--- src/rtl/gcd_pkg.sv ---
// Shared types and defaults for the subtract-based GCD block.
package gcd_pkg;

    localparam int GCD_WIDTH    = 32;
    localparam int GCD_MAX_ITER = 1048576;
    localparam int GCD_ITER_W   = 32;

    typedef enum logic [2:0] {
        IDLE    = 3'd0,
        LOAD    = 3'd1,
        RUN     = 3'd2,
        CAPTURE = 3'd3,
        DONE    = 3'd4
    } gcd_state_e;

endpackage

--- src/rtl/gcd_ctrl.sv ---
// Control FSM for the subtract-based GCD datapath: request intake, zero bypass,
// iteration steering with a timeout abort, and result return.
module gcd_ctrl
    import gcd_pkg::*;
#(
    parameter int WIDTH    = GCD_WIDTH,
    parameter int MAX_ITER = GCD_MAX_ITER,
    parameter int ITER_W   = GCD_ITER_W
) (
    input  logic              clk,
    input  logic              rst,
    // Both channels: a transfer happens on a rising clk edge where valid and ready are both high.
    input  logic              req_valid,
    output logic              req_ready,
    input  logic [WIDTH-1:0]  req_a,
    input  logic [WIDTH-1:0]  req_b,
    output logic              res_valid,
    input  logic              res_ready,
    output logic [WIDTH-1:0]  res_data,
    output logic              res_err,
    output logic              ld_a,
    output logic              ld_b,
    output logic              sub_a,
    output logic              sub_b,
    input  logic              a_gt_b,
    input  logic              b_gt_a,
    input  logic              a_eq_b,
    input  logic [WIDTH-1:0]  gcd_in,
    output logic              busy,
    output logic [ITER_W-1:0] iter_count,
    output gcd_state_e        state_dbg
);

    localparam logic [ITER_W-1:0] ITER_SAT  = ITER_W'(MAX_ITER);
    // Last RUN cycle allowed to iterate; the counter lands on MAX_ITER-1 on abort.
    localparam logic [ITER_W-1:0] ITER_LAST = ITER_W'(MAX_ITER - 2);

    gcd_state_e state, state_nxt;
    logic       zero_op;
    logic       timeout;

    assign zero_op   = (req_a == '0) || (req_b == '0);
    assign timeout   = (state == RUN) && !a_eq_b && (iter_count >= ITER_LAST);
    assign busy      = (state != IDLE);
    assign state_dbg = state;

    always_comb begin
        state_nxt = state;
        req_ready = 1'b0;
        res_valid = 1'b0;
        ld_a      = 1'b0;
        ld_b      = 1'b0;
        sub_a     = 1'b0;
        sub_b     = 1'b0;
        case (state)
            IDLE: begin
                req_ready = 1'b1;
                if (req_valid) state_nxt = zero_op ? DONE : LOAD;
            end
            LOAD: begin
                ld_a      = 1'b1;
                ld_b      = 1'b1;
                state_nxt = RUN;
            end
            RUN: begin
                if (a_eq_b)       state_nxt = CAPTURE;
                else if (timeout) state_nxt = DONE;
                else if (a_gt_b)  sub_a = 1'b1;
                else if (b_gt_a)  sub_b = 1'b1;
            end
            CAPTURE: state_nxt = DONE;
            DONE: begin
                res_valid = 1'b1;
                if (res_ready) state_nxt = IDLE;
            end
            default: state_nxt = IDLE;
        endcase
    end

    always_ff @(posedge clk or posedge rst) begin
        if (rst) begin
            state      <= IDLE;
            res_data   <= '0;
            res_err    <= 1'b0;
            iter_count <= '0;
        end else begin
            state <= state_nxt;
            case (state)
                IDLE: begin
                    if (req_valid) begin
                        iter_count <= '0;
                        if (zero_op) begin
                            res_data <= req_a | req_b;
                            res_err  <= 1'b0;
                        end
                    end
                end
                RUN: begin
                    if (iter_count != ITER_SAT) iter_count <= iter_count + ITER_W'(1);
                    if (timeout) begin
                        res_data <= '0;
                        res_err  <= 1'b1;
                    end
                end
                CAPTURE: begin
                    res_data <= gcd_in;
                    res_err  <= 1'b0;
                end
                default: ;
            endcase
        end
    end

endmodule

--- config.mk ---
export PLATFORM = sky130hd
export DESIGN_NAME = gcd_ctrl
export DESIGN_NICKNAME = d
export VERILOG_FILES = /design/src/rtl/gcd_pkg.sv /design/src/rtl/gcd_ctrl.sv
export SDC_FILE = /design/constraint.sdc
export NUM_CORES = 1
export LEC_CHECK = 0
export ABC_AREA = 1
export BUFFER_PORTS_ARGS = -buffer_cell sky130_fd_sc_hd__buf_2
export CAP_MARGIN = 20
export CORE_ASPECT_RATIO = 0.7
export CORE_MARGIN = 2
export CORE_UTILIZATION = 44
export CTS_CLUSTER_SIZE = 20
export DETAILED_ROUTE_END_ITERATION = 8
export PLACE_DENSITY = 0.73
export SLEW_MARGIN = 5
export SYNTH_ARGS = -nofsm -noshare
export SYNTH_HDL_FRONTEND = slang
export SYNTH_SLANG_ARGS = --single-unit
--- constraint.sdc ---
create_clock -name clk -period 2.9 [get_ports clk]
set_clock_uncertainty 0.15 [all_clocks]
set_input_delay 0.145 -clock clk [delete_from_list [all_inputs] [get_ports clk]]
set_output_delay 0.145 -clock clk [all_outputs]
set_load 0.05 [all_outputs]
# Yosys cells after proc, flatten, opt, wreduce, memory -nomap -nowiden
# Index checks and enable logic that the tools add are counted.
[word_totals]
wordCells = 60
register_bits = 68
output_inout_bits = 75
in_bits = 103
[classes]
n_addsub = 1
magnitude_cmp = 1
n_eq_ne = 11
n_bitwise = 1
muxes = 29
n_reduce_logical = 13
[op_table]
columns = ["operator", "n"]
rows = [
  ["$mux W32", 5],
  ["$pmux W32 S3", 1],
  ["$logic_not A32 Y1", 2],
  ["$pmux W32 S2", 1],
  ["$add A32 B1 Y32 const B", 1],
  ["$ge A32 B20 Y1 const B", 1],
  ["$ne A32 B21 Y1 const B", 1],
  ["$or A32 B32 Y32", 1],
  ["$mux W1", 15],
  ["$mux W3", 5],
  ["$pmux W3 S5", 1],
  ["$ne A2 B2 Y1 const B", 4],
  ["$eq A3 B2 Y1 const B", 2],
  ["$reduce_and A3 Y1", 2],
  ["$reduce_bool A3 Y1", 2],
  ["$reduce_and A4 Y1", 1],
  ["$eq A3 B1 Y1 const B", 1],
  ["$eq A3 B3 Y1 const B", 1],
  ["$logic_not A3 Y1", 1],
  ["$ne A3 B3 Y1 const B", 1],
  ["$pmux W1 S3", 1],
  ["$logic_and A1 B1 Y1", 2],
  ["$ne A2 B1 Y1 const B", 1],
  ["$reduce_bool A2 Y1", 1],
  ["other kinds (2)", 2],
]

# Longest topological paths before layout
[depth]
ltp_word = 6
ltp_mapped = 14
mapped_depth_nobuf = 13

# Worst setup path before layout
# OpenSTA, ideal clock, no wires.
[synth_timing]
path_kind = "reg2out"
from = "register state[0] (netlist: state_dbg[0])"
to = "output port ld_b"
path_stages_with_launch = 4
setup_slack_ns = 0.247
path_buffers = 1
arrival_time_ns = 2.358
path_cell_list = "dfrtp_1 -> inv_1 -> nor3_1 -> buf_4"
[synth_via]
elab_chain_len = 2
[synth_lines]
columns = ["element", "line_no", "text"]
rows = [
  ["from (decl)", "gcd_ctrl.sv:38", "gcd_state_e state, state_nxt;"],
  ["from (signal assigned)", "gcd_ctrl.sv:87", "state <= state_nxt;"],
  ["$eq A3 B1 Y1", "n/a", ""],
  ["$mux W1", "n/a", ""],
  ["to (decl)", "gcd_ctrl.sv:22", "output logic ld_b,"],
]
# Every way passes these cells.

# Final worst setup path
[layout_timing]
from = "register state[1] (netlist: state_dbg[1])"
to = "output port sub_b"
[layout_via]
elab_chain_len = 6
[layout_lines]
columns = ["element", "line_no", "text"]
rows = [
  ["$eq A3 B2 Y1 *", "gcd_ctrl.sv:43, gcd_ctrl.sv:55", ""],
  ["$logic_and A1 B1 Y1 (2 in series)", "gcd_ctrl.sv:43", "assign timeout = (state == RUN) && !a_eq_b && (iter_count >= ITER_LAST);"],
  ["$mux W1", "gcd_ctrl.sv:67", "else if (timeout) state_nxt = DONE;"],
  ["$mux W1", "gcd_ctrl.sv:66", "if (a_eq_b) state_nxt = CAPTURE;"],
  ["$mux W1 *", "gcd_ctrl.sv:55", "case (state)"],
  ["to (decl)", "gcd_ctrl.sv:24", "output logic sub_b,"],
]
# Mark *: on every way between the ends. The rest lies on a longest branch, timed or not.

==> impl_metrics.json <==
{
  "grt_overflow_total": 0,
  "ir_drop_v": 0.000642,
  "finalHoldViolCount": 0,
  "synthCells": 686,
  "final_antenna_net_count": 0,
  "yosys.area_share.simple_pct": 40.9,
  "cp_max_fo": 23,
  "crit_arrival_ps": 2070,
  "worst_pin_slew_ps": 633,
  "first_pass_iters": 6,
  "post_synth.cell_area_avg_um2": 6.58,
  "yosys.area_share.adder_pct": 0.832,
  "critPathLaunchType": "flip-flop",
  "n_fill_cell": 968,
  "period_share_pct": 81.7,
  "synth_warnings": 0,
  "num_vias": 5174,
  "outcome": "finished, final reports clean",
  "finalMaxSlewViolations": 0,
  "antenna_cells": 0,
  "start_util_pct": 45.9,
  "routed_via_density": 5.15,
  "place_congestion": 0.963,
  "synth_cell_types": 30,
  "synth_top_family_by_area": "simple AND/OR/NAND/NOR gates",
  "die_x_um": 125,
  "synth_seq_cells": 68,
  "cp_data_required_time_ps": 2610,
  "powerDensity_nw_per_um2": 870,
  "maxCapViolations": 0,
  "core_area_um2": 9830,
  "leakage_nw": 3.14,
  "crit_start": "state_dbg[1]$_DFFE_PP0P_",
  "synth_area_um2": 4510,
  "grtUsageTotal_pct": 27.0,
  "synth_edf_count": 0,
  "die_y_um": 88.7,
  "critPathKind": "flip-flop to output port",
  "path_clk_slew_ps": 60,
  "grt_pass1_wl_mm": 23.9,
  "wl_per_cell_um": 14.5,
  "dpl.hpwl_mm": 11.3,
  "ios": 178,
  "grt_max_degree": 35,
  "synth_compound_area_share_pct": 8.04,
  "final-setup-viol-count": 0,
  "area_growth_pct": 31.0,
  "rsz0062_at_grt": "no",
  "relSlewSlack_pct": 57.7,
  "cts_tree": "yes",
  "clock_sinks": 68,
  "max_freq_mhz": 422,
  "drt_iter0_markers": 401,
  "cts_buffer_depth": 2,
  "drt_wl_total_mm": 14.5,
  "synth_ff_type": "dfrtp_1",
  "placed_area_um2": 5470,
  "dieArea_um2": 11100,
  "ys_async_sr_fraction_pct": 100,
  "yosysSeqAreaShare_pct": 37.7,
  "fin_tns_setup_ps": 0,
  "fp-row-count": 30,
  "drive_above_1_share_pct": 24.3,
  "syn-num-nets": 792,
  "final_cell_area_um2": 5910,
  "cts-root-buf": "clkbuf_16",
  "drc": 0,
  "grt_pass1_vias": 4794,
  "insertion_delay_ps": 330,
  "synthMuxAreaShare_pct": 0,
  "finalNetCount": 977,
  "critPathCaptureType": "output port",
  "hold_path_class": "input port to flip-flop",
  "finalCriticalPeriod_ps": 2370,
  "cts_buffers": 9,
  "port_buffers": 177,
  "grt_antenna_before_repair": 0,
  "r2r_start": "state_dbg[1]$_DFFE_PP0P_",
  "ctsHtreeMaxLevel": 3,
  "min-delay-start": "gcd_in[27]",
  "synth_xor_area_share_pct": 3.88,
  "cts_resized": 0
}
==> timing repair <==
action | CTS | global route
buffers inserted | 0 | 0
hold endpoints to repair | 40 | 0
hold buffers | 12 | 0
==> power by group <==
| part | internal (mW) | switching (mW) | leakage, nW |
|---|---|---|---|
| Sequential | 1.21 | 0.160 | 0.921 |
| Combinational | 0.576 | 2.02 | 2.07 |
| Clock | 0.775 | 0.401 | 0.153 |
==> final timing paths <==
check	to	slack (ps)	depth (start not counted)
min	res_data[27]$_DFFE_PP0P_	10	5
min reg2reg	res_data[29]$_DFFE_PP0P_	310	2
max in group asynchronous	iter_count[30]$_DFFE_PP0P_	1570	4
min in group asynchronous	res_data[9]$_DFFE_PP0P_	310	3
max	sub_b	530	7
max reg2reg	iter_count[20]$_DFFE_PP0P_	610	9
==> state kept, by name, indices dropped and copies added (netlist names) <==
name / cells
res_err: 1
iter_count: 32
state_dbg: 3
res_data: 32
==> placed cells by master, fill, tap and decap left out <==
| cell | n |
|---|---|
| dfrtp_1 | 68 |
| a21oi_1 | 6 |
| nor2_4 | 2 |
| ha_1 | 3 |
| nor2_1 | 85 |
| inv_2 | 3 |
| clkbuf_8 | 1 |
| o21ai_4 | 1 |
| bufinv_16 | 2 |
| and3_1 | 1 |
| o21ai_1 | 9 |
| nand4_1 | 13 |
| nand3_4 | 1 |
| nor2_2 | 2 |
| o21ai_2 | 3 |
| and2_1 | 5 |
| clkbuf_16 | 9 |
| buf_12 | 1 |
| nand3_2 | 1 |
| xor2_1 | 18 |
| nor3b_1 | 1 |
| clkbuf_1 | 2 |
| clkinv_2 | 1 |
| o21ai_0 | 46 |
| a21o_1 | 2 |
| nor3_1 | 13 |
| xnor2_1 | 2 |
| buf_2 | 177 |
| buf_4 | 6 |
| nand3_1 | 52 |
| nand3b_1 | 2 |
| clkinvlp_4 | 1 |
| nand2_2 | 2 |
| inv_1 | 61 |
| nand2_1 | 262 |
| dlygate4sd3_1 | 12 |
==> per-layer routing <==
| metal | track usage (%) | part of all wire, % | vias to the layer above | wire length [um] |
|---|---|---|---|---|
| li1 | - | - | 2539 | - |
| met1 | 38.6 | 47 | 2343 | 6810 |
| met2 | 40.7 | 42 | 262 | 6140 |
| met3 | 6.47 | 8.9 | 30 | 1300 |
| met4 | 8.89 | 2.1 | 0 | 300 |
| met5 | 0 | 0 | - | 0 |
==> critical path, cell delays in order, from the launching register on <==
cell,delay (ps)
dfrtp_1,440
inv_2,90
nor2_4,100
nand2_2,270
nor2_1,300
nand3_2,150
nor2_1,120
buf_2,280
==> cell families after synthesis <==
logic type | after synthesis
xor gates and xnor gates | 20
buffers and inverters | 86
adders and majority gates | 3
and+or+nand+nor | 442
AOI/OAI and AO/OA | 67
DFF | 68
==> stage by stage <==
step                      std cells  util [%]  setup slack [ps]  hold slack (ps)  power (mW)
after floorplan                 686         -               247              137        3.37
after global placement          976      55.6               663              117        3.91
after detailed placement        976      55.6               646              120        3.96
after CTS                      1004      60.1               536            0.189        5.16
after global routing           1004      60.1               301             22.8        5.43
final                          1004      60.1               531             10.3        5.14
==> synthesized netlist by cell type, types with 4 or more instances <==
cell / n / share of area [%]
a21oi_1: 6 / 0.67
and2_1: 5 / 0.69
buf_2: 7 / 0.78
buf_4: 4 / 0.67
buf_6: 6 / 1.5
clkbuf_1: 5 / 0.42
dfrtp_1: 68 / 38
inv_1: 62 / 5.2
nand2_1: 262 / 22
nand3_1: 52 / 5.8
nand4_1: 13 / 1.8
nor2_1: 85 / 7.1
nor3_1: 13 / 1.4
o21ai_0: 46 / 5.1
o21ai_1: 9 / 1.0
xor2_1: 18 / 3.5
==> cell type report <==
type	instances	area, um^2	area share [%]
Clock buffer	12	246	4.17
Timing Repair Buffer	196	1070	18.1
Sequential cell	68	1700	28.8
Multi-Input combinational cell	532	2420	40.9
Clock inverter	4	72.6	1.23
Tap cell	128	160	2.71
Inverter	64	240	4.06
No activity file was read; power rests on OpenSTA's default activity.
